<file path="config.mk">
export PLATFORM = sky130hd
export DESIGN_NAME = rack_spike_tx
export DESIGN_NICKNAME = d
export VERILOG_FILES = /design/src/rtl/rack_spike_tx.sv
export SDC_FILE = /design/constraint.sdc
export NUM_CORES = 1
export LEC_CHECK = 0
export CAP_MARGIN = 10
export CORE_MARGIN = 5
export CORE_UTILIZATION = 42
export CTS_CLUSTER_SIZE = 12
export DETAILED_ROUTE_END_ITERATION = 16
export GPL_ROUTABILITY_DRIVEN = 0
export GPL_TIMING_DRIVEN = 1
export PLACE_DENSITY = 0.84
export SLEW_MARGIN = 20
export SYNTH_ARGS = -nofsm -noshare
export SYNTH_HDL_FRONTEND = slang
export SYNTH_SLANG_ARGS = --single-unit
export TNS_END_PERCENT = 1
</file>
<file path="constraint.sdc">
create_clock -name clk -period 5.1 [get_ports clk]
set_clock_uncertainty 0.05 [all_clocks]
set_input_delay 0.765 -clock clk [delete_from_list [all_inputs] [get_ports clk]]
set_output_delay 0.765 -clock clk [all_outputs]
set_load 0.01 [all_outputs]
</file>
<file path="src/rtl/rack_spike_tx.sv">
// ============================================================================
// Module   : rack_spike_tx
// Purpose  : Rack spike-link transmitter that turns spike strobes into pulses
//            of fixed width and gap, and drives a held remote-reset line.
// Option   : RACK_SPIKE_TX_DROP_CNT_EN enables the 16-bit dropped counter.
// Revision : 1.0
// ============================================================================
`default_nettype none

module rack_spike_tx #(
   parameter int HIGH_CYCLES = 4,
   parameter int LOW_CYCLES  = 4,
   parameter int PEND_W      = 4,
   parameter int RST_HOLD    = 2
) (
   input  logic              clk,
   input  logic              reset,
   input  logic              spike_in,
   input  logic              sim_tick,
   input  logic              remote_reset_req,
   output logic              spike_out,
   output logic              remote_reset_out,
   output logic              busy,
   output logic [PEND_W-1:0] pending,
   output logic [15:0]       dropped
);

   localparam int c_tmr_max = (HIGH_CYCLES > LOW_CYCLES) ? HIGH_CYCLES : LOW_CYCLES;
   localparam int c_tmr_w   = (c_tmr_max > 1) ? $clog2(c_tmr_max) : 1;
   localparam int c_hold_w  = (RST_HOLD > 0) ? $clog2(RST_HOLD + 1) : 1;

   localparam logic [c_tmr_w-1:0]  c_high_load = c_tmr_w'(HIGH_CYCLES - 1);
   localparam logic [c_tmr_w-1:0]  c_low_load  = c_tmr_w'(LOW_CYCLES - 1);
   localparam logic [c_tmr_w-1:0]  c_tmr_one   = c_tmr_w'(1);
   localparam logic [c_hold_w-1:0] c_hold_load = c_hold_w'(RST_HOLD);
   localparam logic [c_hold_w-1:0] c_hold_one  = c_hold_w'(1);
   localparam logic [PEND_W-1:0]   c_pend_max  = '1;
   localparam logic [PEND_W-1:0]   c_pend_one  = PEND_W'(1);

   typedef enum logic [1:0] {
      ST_IDLE = 2'd0,
      ST_HIGH = 2'd1,
      ST_LOW  = 2'd2
   } state_t;

   state_t              state_q, state_d;
   logic [c_tmr_w-1:0]  tmr_q, tmr_d;
   logic [PEND_W-1:0]   pend_q, pend_d;
   logic                spike_q, spike_d;
   logic                rr_q, rr_d;
   logic [c_hold_w-1:0] hold_q, hold_d;

   logic w_kill;
   logic w_want;
   logic w_launch;
   logic w_from_q;
   logic w_accept;
   logic w_inc;
   logic w_full;

   // The remote-reset request itself already silences the link so that
   // spike_out is low on the first cycle remote_reset_out is high.
   assign w_kill = remote_reset_req | rr_q;
   assign w_want = spike_in | (pend_q != '0);

   always_comb begin
      state_d  = state_q;
      tmr_d    = tmr_q;
      w_launch = 1'b0;
      if (w_kill) begin
         state_d = ST_IDLE;
         tmr_d   = '0;
      end else begin
         case (state_q)
            ST_IDLE: begin
               if (w_want) begin
                  state_d  = ST_HIGH;
                  tmr_d    = c_high_load;
                  w_launch = 1'b1;
               end
            end
            ST_HIGH: begin
               if (tmr_q == '0) begin
                  state_d = ST_LOW;
                  tmr_d   = c_low_load;
               end else begin
                  tmr_d = tmr_q - c_tmr_one;
               end
            end
            ST_LOW: begin
               if (tmr_q == '0) begin
                  if (w_want) begin
                     state_d  = ST_HIGH;
                     tmr_d    = c_high_load;
                     w_launch = 1'b1;
                  end else begin
                     state_d = ST_IDLE;
                  end
               end else begin
                  tmr_d = tmr_q - c_tmr_one;
               end
            end
            default: begin
               state_d = ST_IDLE;
               tmr_d   = '0;
            end
         endcase
      end
      spike_d = (state_d == ST_HIGH);
   end

   // A launch drains the queue first; only with an empty queue does it take
   // the same-cycle spike directly.
   assign w_from_q = w_launch & (pend_q != '0);
   assign w_accept = spike_in & ~w_kill & ~(w_launch & (pend_q == '0));
   assign w_inc    = w_accept & ~w_from_q;
   assign w_full   = (pend_q == c_pend_max);

   always_comb begin
      pend_d = pend_q;
      if (w_kill) begin
         pend_d = '0;
      end else if (w_inc) begin
         if (!w_full) begin
            pend_d = pend_q + c_pend_one;
         end
      end else if (w_from_q && !w_accept) begin
         pend_d = pend_q - c_pend_one;
      end
   end

   always_comb begin
      rr_d   = rr_q;
      hold_d = hold_q;
      if (remote_reset_req) begin
         rr_d   = 1'b1;
         hold_d = c_hold_load;
      end else if (rr_q && sim_tick) begin
         if (hold_q <= c_hold_one) begin
            rr_d   = 1'b0;
            hold_d = '0;
         end else begin
            hold_d = hold_q - c_hold_one;
         end
      end
   end

   always_ff @(posedge clk) begin
      if (reset) begin
         state_q <= ST_IDLE;
         tmr_q   <= '0;
         pend_q  <= '0;
         spike_q <= 1'b0;
         rr_q    <= 1'b0;
         hold_q  <= '0;
      end else begin
         state_q <= state_d;
         tmr_q   <= tmr_d;
         pend_q  <= pend_d;
         spike_q <= spike_d;
         rr_q    <= rr_d;
         hold_q  <= hold_d;
      end
   end

`ifdef RACK_SPIKE_TX_DROP_CNT_EN
   logic [15:0] drop_q;

   always_ff @(posedge clk) begin
      if (reset) begin
         drop_q <= '0;
      end else if (w_inc && w_full && (drop_q != 16'hFFFF)) begin
         drop_q <= drop_q + 16'd1;
      end
   end

   assign dropped = drop_q;
`else
   assign dropped = 16'd0;
`endif

   assign spike_out        = spike_q;
   assign remote_reset_out = rr_q;
   assign pending          = pend_q;
   assign busy             = (state_q != ST_IDLE) | (pend_q != '0);

endmodule

`default_nettype wire

</file>
Word-level counts from Yosys, hierarchy flattened --
Cells that the tools add are included. W data, S select, Z words.
Storage, ports and cells: register bits after elaboration 12, bits of input ports 5, output and inout bits 23, logic and storage cells 66
Operators by class: add/sub/neg operators 4, magnitude comparators 1, equality and inequality tests 5, mux-type cells 23, bitwise logic cells 11, reductions and logical operators 15
Operator list (count):
- $mux W2 | 10
- $mux W4 | 3
- $pmux W2 S3 | 2
- $reduce_bool A2 Y1 | 4
- $mux W1 | 7
- $and A1 B1 Y1 | 5
- $add A4 B1 Y4 const B | 1
- $eq A2 B1 Y1 const B | 2
- $eq A4 B4 Y1 const B | 1
- $logic_not A2 Y1 | 2
- $logic_not A4 Y1 | 1
- $reduce_and A2 Y1 | 2
- $reduce_bool A4 Y1 | 1
- $reduce_or A2 Y1 | 2
- $sub A2 B1 Y2 const B | 2
- $sub A4 B1 Y4 const B | 1
- $not A1 Y1 | 3
- $or A1 B1 Y1 | 3
- $eq A2 B2 Y1 const B | 1
- $le A2 B1 Y1 const B | 1
- $logic_and A1 B1 Y1 | 2
- $ne A2 B2 Y1 const B | 1
- $pmux W1 S2 | 1
- $logic_not A1 Y1 | 1

Logic depth before layout (Yosys ltp) --
Gate-level depths: netlist of run 1.
depth after elaboration 13, mapped depth 11

Worst setup path after synthesis of run 1 --
Ideal clock, no wire load.
path kind flip-flop to flip-flop, start point register tmr_q[0], end point register pend_q[3], in the netlist pending[3], arrival time 2.057 ns, slack 2.877 ns, cell stages (with the launch flop) 12, buffers on the path 1, clock period less this slack 2.223 ns, cell sequence dfxtp_1 inv_1 ha_1 nor2b_1 buf_6 o211ai_2 ha_1 a21o_1 a21oi_1 xnor2_1 a211oi_1 a31o_1
On the way: cells in the longest elaborated chain, start to end 11, elaborated cells between the ends (all ways) 16
Ends and longest elaborated chain:
- start: declaration | RTL line 47 | logic [c_tmr_w-1:0] tmr_q, tmr_d;
- start signal: assignment | RTL line 158 | tmr_q <= tmr_d;
- $logic_not A2 Y1 * | RTL line 91 | if (tmr_q == '0) begin
- $mux W1 * | RTL line 91
- $pmux W1 S2 * | RTL line 74 | case (state_q)
- $mux W1 * | RTL line 70 | if (w_kill) begin
- $and A1 B1 Y1 | RTL line 115 | assign w_accept = spike_in & ~w_kill & ~(w_launch & (pend_q == '0));
- $not A1 Y1 | RTL line 115
- $and A1 B1 Y1 | RTL line 115
- $logic_not A1 Y1 | RTL line 127 | end else if (w_from_q && !w_accept) begin
- $logic_and A1 B1 Y1 | RTL line 127
- $reduce_bool A2 Y1 (no line)
- $reduce_and A2 Y1 (no line)
- end signal: assignment | RTL line 159 | pend_q <= pend_d;
- end: declaration | RTL line 48 | logic [PEND_W-1:0] pend_q, pend_d;
Mark *: on every way between the ends. The rest lies on a longest branch, timed or not. A chain may end at the register's enable or synchronous reset.

Worst setup path in the final report of run 1 --
Ends and elaborated chain as after synthesis.

==> reports/qor.csv, run 1 <==
metric,value,unit
seq_area_frac_synth,0.297,
globalRouteTotalUtil,0.105,
dr.pass1.iters,4,
grt_first_pass_wirelength,2130,um
initial_core_util,0.454,
synth_ff_type,dfxtp_1,
num_vias,609,
power.total,0.196,mW
critical_path_arrival,2900,ps
path_cells,inv_1 > ha_1 > nor2b_1 > o211ai_2 > ha_1 > a21o_1 > a21oi_1 > xnor2_1 > a211oi_1 > a31o_1,
clock_sinks,12,
syn2layout_area_growth,8.81,%
clkSlewWorstSetupHoldPaths,70,ps
critPathTopFamily,compound AO/OA/AOI/OAI gates,
insertion_delay,270,ps
core_area,1780,um^2
io_buffer_count,11,
timing.final.crit_period,2780,ps
h-tree-depth,1,
crit_start,tmr_q[0]$_SDFF_PP0_,
die_height,53.9,um
drc,0,
rr_startpoint,tmr_q[0]$_SDFF_PP0_,
synth_cell_types,33,
hold_path_startpoint,hold_q[1]$_SDFFE_PP0P_,
maxCapViolations,0,
hold_viol,0,
slowest_stage,nor2b_1,
ys_warn_count,0,
dp_hpwl,1090,um
ys_ff_latch,12,
synth_area,810,um^2
setup_ws,2320,ps
syn_avg_cell_area,8.99,um^2
cp-start-kind,register,
synthCells,90,
routed_wl,1400,um
synthMuxAreaShare,0.0124,
synth_top_family_by_area,buffers and inverters,
cts_tree,built,
max_clock_freq,0.360,GHz
peakVddDrop,0.116,mV
layout-drive-gt1-share,0.0800,
synth_edf_count,0,
status,"finished, final reports clean",
finalMaxSlewViolations,0,
placed_cell_area,858,um^2
path_buf_inv,1,
die_x,53.9,um
cts_inserted_buffers,3,
period_share,0.545,
worst-setup-path-type,register to register,
hold_path.class,register to register,
dieArea,2910,um^2
ant_nets,0,
report.final.setup_viol,0,
cts_resized,0,
cpMostUsedCell,ha_1,
design.portCount,28,
power.density,223,nW/um^2
end_kind,register,
fin_area,881,um^2
cts_setup_buffers,0,
nets,112,
synthSimpleGateAreaFrac,0.156,
cp_data_required_time,5220,ps
antenna_found_initial,0,
fp-row-count,15,
antenna_cells,0,
grt_max_degree,14,
synthXorXnorAreaFrac,0.0325,
grt_pass1_vias,509,
postCtsHoldBufs,0,
synth-adder-area-share,0.0989,
max_slew_margin,0.521,
fin_tns_setup,0,ps
vias_per_cell,4.87,
cpPeakStageDelay,580,ps
drt_iter0_drc,8,
tightest_slew,716,ps
rsz0062_at_grt,no,
post_drt_wl_per_cell,11.2,um
dpl_worst_slack,2230,ps
p_leak,0.353,nW
cts_root_buf,clkbuf_4,
crit_fanout,9,
async_reset_ff_frac,0,
synth_compound_area_frac,0.187,
overflow,0,
cts_buffer_depth,2,
per-stage QoR:
| step | utilization | hold slack [ps] | instances |
|---|---|---|---|
| after global routing | 0.494 | 492 | 125 |
| after CTS | 0.494 | 464 | 125 |
| after global placement | 0.481 | 425 | 122 |
| after detailed placement | 0.481 | 451 | 122 |
| final | 0.494 | 464 | 125 |
| after floorplan | - | 403 | 105 |
routing by layer:
metal / track usage / wire, um / vias to the layer above
met4: 0.0894 / 53 / 0
met2: 0.163 / 672 / 22
met1: 0.123 / 581 / 282
li1: - / - / 300
met5: 0 / 0 / -
met3: 0.0166 / 88 / 5
synthesized netlist by cell type, types with 2 or more instances:
library cell,instances,share of area
buf_4,16,0.15
dfxtp_1,12,0.30
nor2_1,9,0.042
a21oi_1,6,0.037
inv_1,6,0.028
ha_1,4,0.062
nand2_1,3,0.014
nor3_1,3,0.019
xnor2_1,3,0.032
a2111oi_0,2,0.022
a211oi_1,2,0.019
o211ai_2,2,0.031
o21ai_0,2,0.012
cell type report:
cell class	count	area, um^2
repair buffers	11	110
inverters	6	22.5
flip-flops and latches	12	240
well taps	25	31.3
multi-input cells	68	454
clock buffers	3	22.5
fillers	180	902
placed cells by master, fill, tap and decap left out:
master / count
conb_1: 16
dfxtp_1: 12
clkdlybuf4s50_1: 11
nor2_1: 9
inv_1: 6
a21oi_1: 6
ha_1: 4
nand2_1: 3
nor3_1: 3
xnor2_1: 3
clkbuf_4: 3
o211ai_2: 2
o21ai_0: 2
a2111oi_0: 2
a211oi_1: 2
nor2b_1: 1
nor4_2: 1
nor3b_1: 1
nand2b_1: 1
or3_1: 1
nor4_1: 1
maj3_1: 1
nand4_1: 1
o41ai_4: 1
mux2i_1: 1
nand3b_1: 1
or2b_1: 1
a211o_2: 1
a21o_1: 1
a31o_1: 1
fa_1: 1
kinds of logic (layout without fill, tap and decap cells):
family,count (synthesis),after routing
xor+xnor,3,3
simple gates,24,24
buf+inv,25,20
other cells,1,16
compound gates,18,18
flops,12,12
mux,1,1
fa+ha+maj,6,6
state kept, by name, summed over array words and instances, names as in the netlist:
signal	count
pending	4
hold_q	2
tmr_q	2
remote_reset_out	1
state_q	2
spike_out	1
path summary, 6_finish.rpt:
check,depth (start not counted),to,slack [ps]
max,10,pending[3]$_SDFFE_PP0P_,2320
max reg2reg,10,pending[3]$_SDFFE_PP0P_,2320
min reg2reg,2,hold_q[1]$_SDFFE_PP0P_,460
min,2,hold_q[1]$_SDFFE_PP0P_,460
worst min-delay path, stage by stage (launching register included):
cell	delay, ps
dfxtp_1	320
o21ai_0	80
a21oi_1	70
report_power, final:
| part | total (mW) | internal [mW] | switching (mW) |
|---|---|---|---|
| Sequential | 0.102 | 0.0975 | 0.00468 |
| Combinational | 0.0380 | 0.0169 | 0.0211 |
| Clock | 0.0562 | 0.0273 | 0.0289 |
| Total | 0.196 | 0.142 | 0.0547 |
Note: power is estimated with default switching activity, not from simulation.
==> inputs of run 2 (changes only) <==
- CORE_UTILIZATION: 42 -> 39
- PLACE_DENSITY: 0.84 -> 0.82
- clock period: 5.1 -> 2.3 ns (I/O delays scaled with it)
==> run 2 against run 1 <==
Compared with the run above:
- worst setup slack lost 2200 ps
- clock-buffer cell count grew 1
- sequential cell count is the same
- non-clock buffer count grew 6
- combinational power grew 140%
- sequential power grew 120%
- utilization shrank 1.1 points
- design area grew 7.5%
- largest cell class unchanged
==> reports/qor.csv, run 2 (same netlist as run 1, synthesis figures left out) <==
metric,value,unit
vias_per_cell,4.49,
fin_util,0.483,
cts_root_buf,clkbuf_4,
timing.final.crit_period,2170,ps
fin_tns_setup,0,ps
finalMaxSlewViolations,0,
clock_sinks,12,
rr_startpoint,tmr_q[0]$_SDFF_PP0_,
io_buffer_count,11,
path_depth,3,
cts_buffer_depth,2,
rsz0062_at_grt,no,
final_common_cell,conb_1,
hold_path.class,register to register,
design.portCount,28,
cpPeakStageDelay,500,ps
routed_wl,1380,um
grt_first_pass_wirelength,2260,um
grt_max_degree,13,
fp-row-count,16,
maxCapViolations,0,
antenna_cells,0,
cp_data_required_time,1900,ps
die_height,55.6,um
die_x,55.6,um
dieArea,3090,um^2
peakVddDrop,0.209,mV
num_vias,602,
hold_viol,0,
ant_nets,0,
max_clock_freq,0.460,GHz
layout-drive-gt1-share,0.159,
overflow,0,
globalRouteTotalUtil,0.0913,
p_leak,0.388,nW
cts_resized,0,
critPathTopFamily,simple AND/OR/NAND/NOR gates,
clkSlewWorstSetupHoldPaths,80,ps
r2r_slack,150,ps
tightest_slew,490,ps
drc,0,
largest_register_ffs,4,
multi_input_area,459,um^2
grt_pass1_vias,585,
postCtsHoldBufs,0,
dr.pass1.iters,2,
dp.cells,130,
antenna_found_initial,0,
most-common-layout-cells,"16 x conb_1, 12 x dfxtp_1, 11 x clkdlybuf4s50_1",
cp-start-kind,register,
cts_tree,built,
path_cells,nor4_2 > nand2_1 > clkdlybuf4s50_1,
placed_cell_area,906,um^2
rr_worst_depth,10,
insertion_delay,270,ps
initial_core_util,0.413,
max_slew_margin,0.670,
holdWs,446,ps
h-tree-depth,1,
drt_iter0_drc,2,
core_area,1960,um^2
fill_cells,205,
period_share,0.945,
slowest_stage,nor4_2,
r2r_end,pending[3]$_SDFFE_PP0P_,
worst-setup-path-type,register to output pin,
critical_path_arrival,1780,ps
power.density,511,nW/um^2
dp_hpwl,1170,um
fin_area,947,um^2
report.final.setup_viol,0,
crit_start,pending[0]$_SDFFE_PP0P_,
cts_inserted_buffers,3,
path_buf_inv,1,
instances_no_fill,134,
nets,118,
status,"finished, final reports clean",
cts_setup_buffers,0,
hold_path_startpoint,hold_q[1]$_SDFFE_PP0P_,
endpoint,busy,
syn2layout_area_growth,17.0,%
post_drt_wl_per_cell,10.3,um
regArea,240,um^2
crit_fanout,6,
end_kind,output pin,
-- run 2: changes by cell type in the layout (fill, tap and decap cells not counted), sizes merged --
| cell | previous run | this run |
|---|---|---|
| buf | 0 | 6 |
| clkbuf | 3 | 4 |
-- run 2: how the worst min path moves through the flow --
stage	end	cells after the start
finish	hold_q[1]$_SDFFE_PP0P_	2
global route	hold_q[1]$_SDFFE_PP0P_	2
CTS	hold_q[1]$_SDFFE_PP0P_	2
floorplan	hold_q[1]$_SDFFE_PP0P_	1
global placement	hold_q[1]$_SDFFE_PP0P_	2
detailed placement	hold_q[1]$_SDFFE_PP0P_	2
-- run 2: per-layer routing --
| metal | wire, um | global-route usage | up-vias |
|---|---|---|---|
| li1 | - | - | 310 |
| met1 | 567 | 0.0979 | 279 |
| met2 | 743 | 0.155 | 11 |
| met3 | 56 | 0.0233 | 2 |
| met4 | 15 | 0.0625 | 0 |
| met5 | 0 | 0 | - |
-- run 2: stage by stage --
| step | power, mW | setup WS, ps |
|---|---|---|
| after global placement | 0.317 | 31.2 |
| after detailed placement | 0.321 | 16.0 |
| after global routing | 0.515 | 8.31 |
| after floorplan | 0.308 | 77.1 |
| after CTS | 0.486 | 48.3 |
| final | 0.484 | 126 |
-- run 2: report_power, final --
group	switching, mW	internal (mW)	leakage (nW)
Sequential	0.00731	0.216	0.0979
Combinational	0.0507	0.0423	0.269
Clock	0.0713	0.0961	0.0210
Total	0.129	0.354	0.388
-- run 2: layout make-up --
cell class	instances	area share
Sequential cell	12	0.254
Multi-Input combinational cell	68	0.485
Timing Repair Buffer	17	0.164
Clock buffer	4	0.0383
Inverter	6	0.0238
Tap cell	27	0.0357
-- run 2: tightest hold or removal path: stages, from the launching register on --
cell,delay [ps]
dfxtp_1,320
o21ai_0,70
a21oi_1,70
==> inputs of run 3 (changes only) <==
- RECOVER_POWER: not set -> 100
==> run 3 against run 2 <==
Compared with the run above:
- final cell count is the same
- utilization shrank 0.83 points
- critical path depth unchanged
- clock-buffer cell count is the same
- sequential cell count did not move
- power shrank 0.76%
- critical endpoint unchanged
- largest cell class unchanged
==> reports/qor.csv, run 3 (same netlist as run 1, synthesis figures left out) <==
metric,value,unit
antenna_found_initial,0,
globalRouteTotalUtil,0.0913,
use_met1,0.0979,
status,"finished, final reports clean",
vias_per_cell,4.43,
cp-start-kind,register,
initial_core_util,0.413,
max_clock_freq,0.463,GHz
hold_path.class,register to register,
antenna_cells,0,
instances_no_fill,134,
h-tree-depth,1,
cts_setup_buffers,0,
cts_buffer_depth,2,
core_area,1960,um^2
holdWs,445,ps
crit_fanout,6,
grt_pass1_vias,585,
clkSlewWorstSetupHoldPaths,80,ps
fill_cells,210,
dieArea,3090,um^2
largest_register_ffs,4,
drc,0,
design.portCount,28,
final_common_cell,conb_1,
fin_util,0.474,
layout-drive-gt1-share,0.121,
hold_path_startpoint,hold_q[1]$_SDFFE_PP0P_,
fin_tns_setup,0,ps
grt_use_met3,0.0233,
power.density,516,nW/um^2
use_met2,0.155,
cts_root_buf,clkbuf_4,
dr.pass1.iters,3,
top_usage_layer,met2,
clock_sinks,12,
worst-setup-path-type,register to output pin,
overflow,0,
insertion_delay,270,ps
placed_cell_area,906,um^2
cts_inserted_buffers,3,
fin_area,931,um^2
crit_start,pending[0]$_SDFFE_PP0P_,
report.final.setup_viol,0,
rsz0062_at_grt,no,
ant_nets,0,
post_drt_wl_per_cell,10.4,um
cp_data_required_time,1900,ps
maxCapViolations,0,
num_vias,593,
timing.final.crit_period,2160,ps
rr_startpoint,tmr_q[0]$_SDFF_PP0_,
syn2layout_area_growth,15.0,%
nets,118,
hold_viol,0,
dp_hpwl,1170,um
dp.cells,130,
routed_wl,1390,um
fp-row-count,16,
io_buffer_count,11,
most-common-layout-cells,"16 x conb_1, 12 x dfxtp_1, 9 x nor2_1",
end_kind,output pin,
die_height,55.6,um
drt_iter0_drc,4,
period_share,0.938,
finalMaxSlewViolations,0,
die_x,55.6,um
cts_tree,built,
p_leak,0.395,nW
peakVddDrop,0.209,mV
grt_first_pass_wirelength,2260,um
grt_max_degree,13,
critical_path_arrival,1760,ps
-- run 3: cell count changes in the layout (fill, tap and decap cells not counted) --
cell,change
buf_4,-3
clkbuf_1,+3
clkdlybuf4s50_1,-8
dlygate4sd3_1,+8
o211ai_1,+1
o211ai_2,-1
-- run 3: per-layer routing --
layer | vias to the layer above | wire length (um) | part of all wire
li1 | 309 | - | -
met2 | 11 | 733 | 0.53
met1 | 271 | 589 | 0.42
met3 | 2 | 56 | 0.040
met4 | 0 | 15 | 0.011
met5 | - | 0 | 0
-- run 3: area by class of cell --
| class | instances | area (um^2) | share of cell area |
|---|---|---|---|
| Clock buffer | 4 | 36.3 | 0.0390 |
| Inverter | 6 | 22.5 | 0.0242 |
| Multi-Input combinational cell | 68 | 454 | 0.488 |
| Sequential cell | 12 | 240 | 0.258 |
| Tap cell | 27 | 33.8 | 0.0363 |
| Timing Repair Buffer | 17 | 144 | 0.155 |
-- run 3: path summary, 6_finish.rpt --
path	to	slack [ps]	cells past startpoint
setup / recovery	busy	140	3
hold / removal	hold_q[1]$_SDFFE_PP0P_	440	2
setup reg to reg	pending[3]$_SDFFE_PP0P_	160	10
hold reg to reg	hold_q[1]$_SDFFE_PP0P_	440	2
-- run 3: what timing repair did --
item | 4_1_cts | 5_1_grt
setup endpoints to repair | 0 | 2
hold buffers | 0 | 0
gates resized for setup | 0 | 2
-- run 3: metrics by stage --
step           power [mW]  worst slack [ps]
4_1_cts             0.486              48.3
2_1_floorplan       0.308              77.1
6_report            0.480               142
3_5_place_dp        0.321              16.0
3_3_place_gp        0.317              31.2
5_1_grt             0.511              13.2
-- run 3: critical path, stage by stage, from the launching register on --
cell and delay [ps]:
dfxtp_1 390, nor4_2 490, nand2_1 110, clkdlybuf4s50_1 500
-- run 3: power by group --
part	switching (mW)	internal (mW)	total, mW
registers	0.00713	0.216	0.223
logic	0.0504	0.0391	0.0895
clock network	0.0714	0.0961	0.168
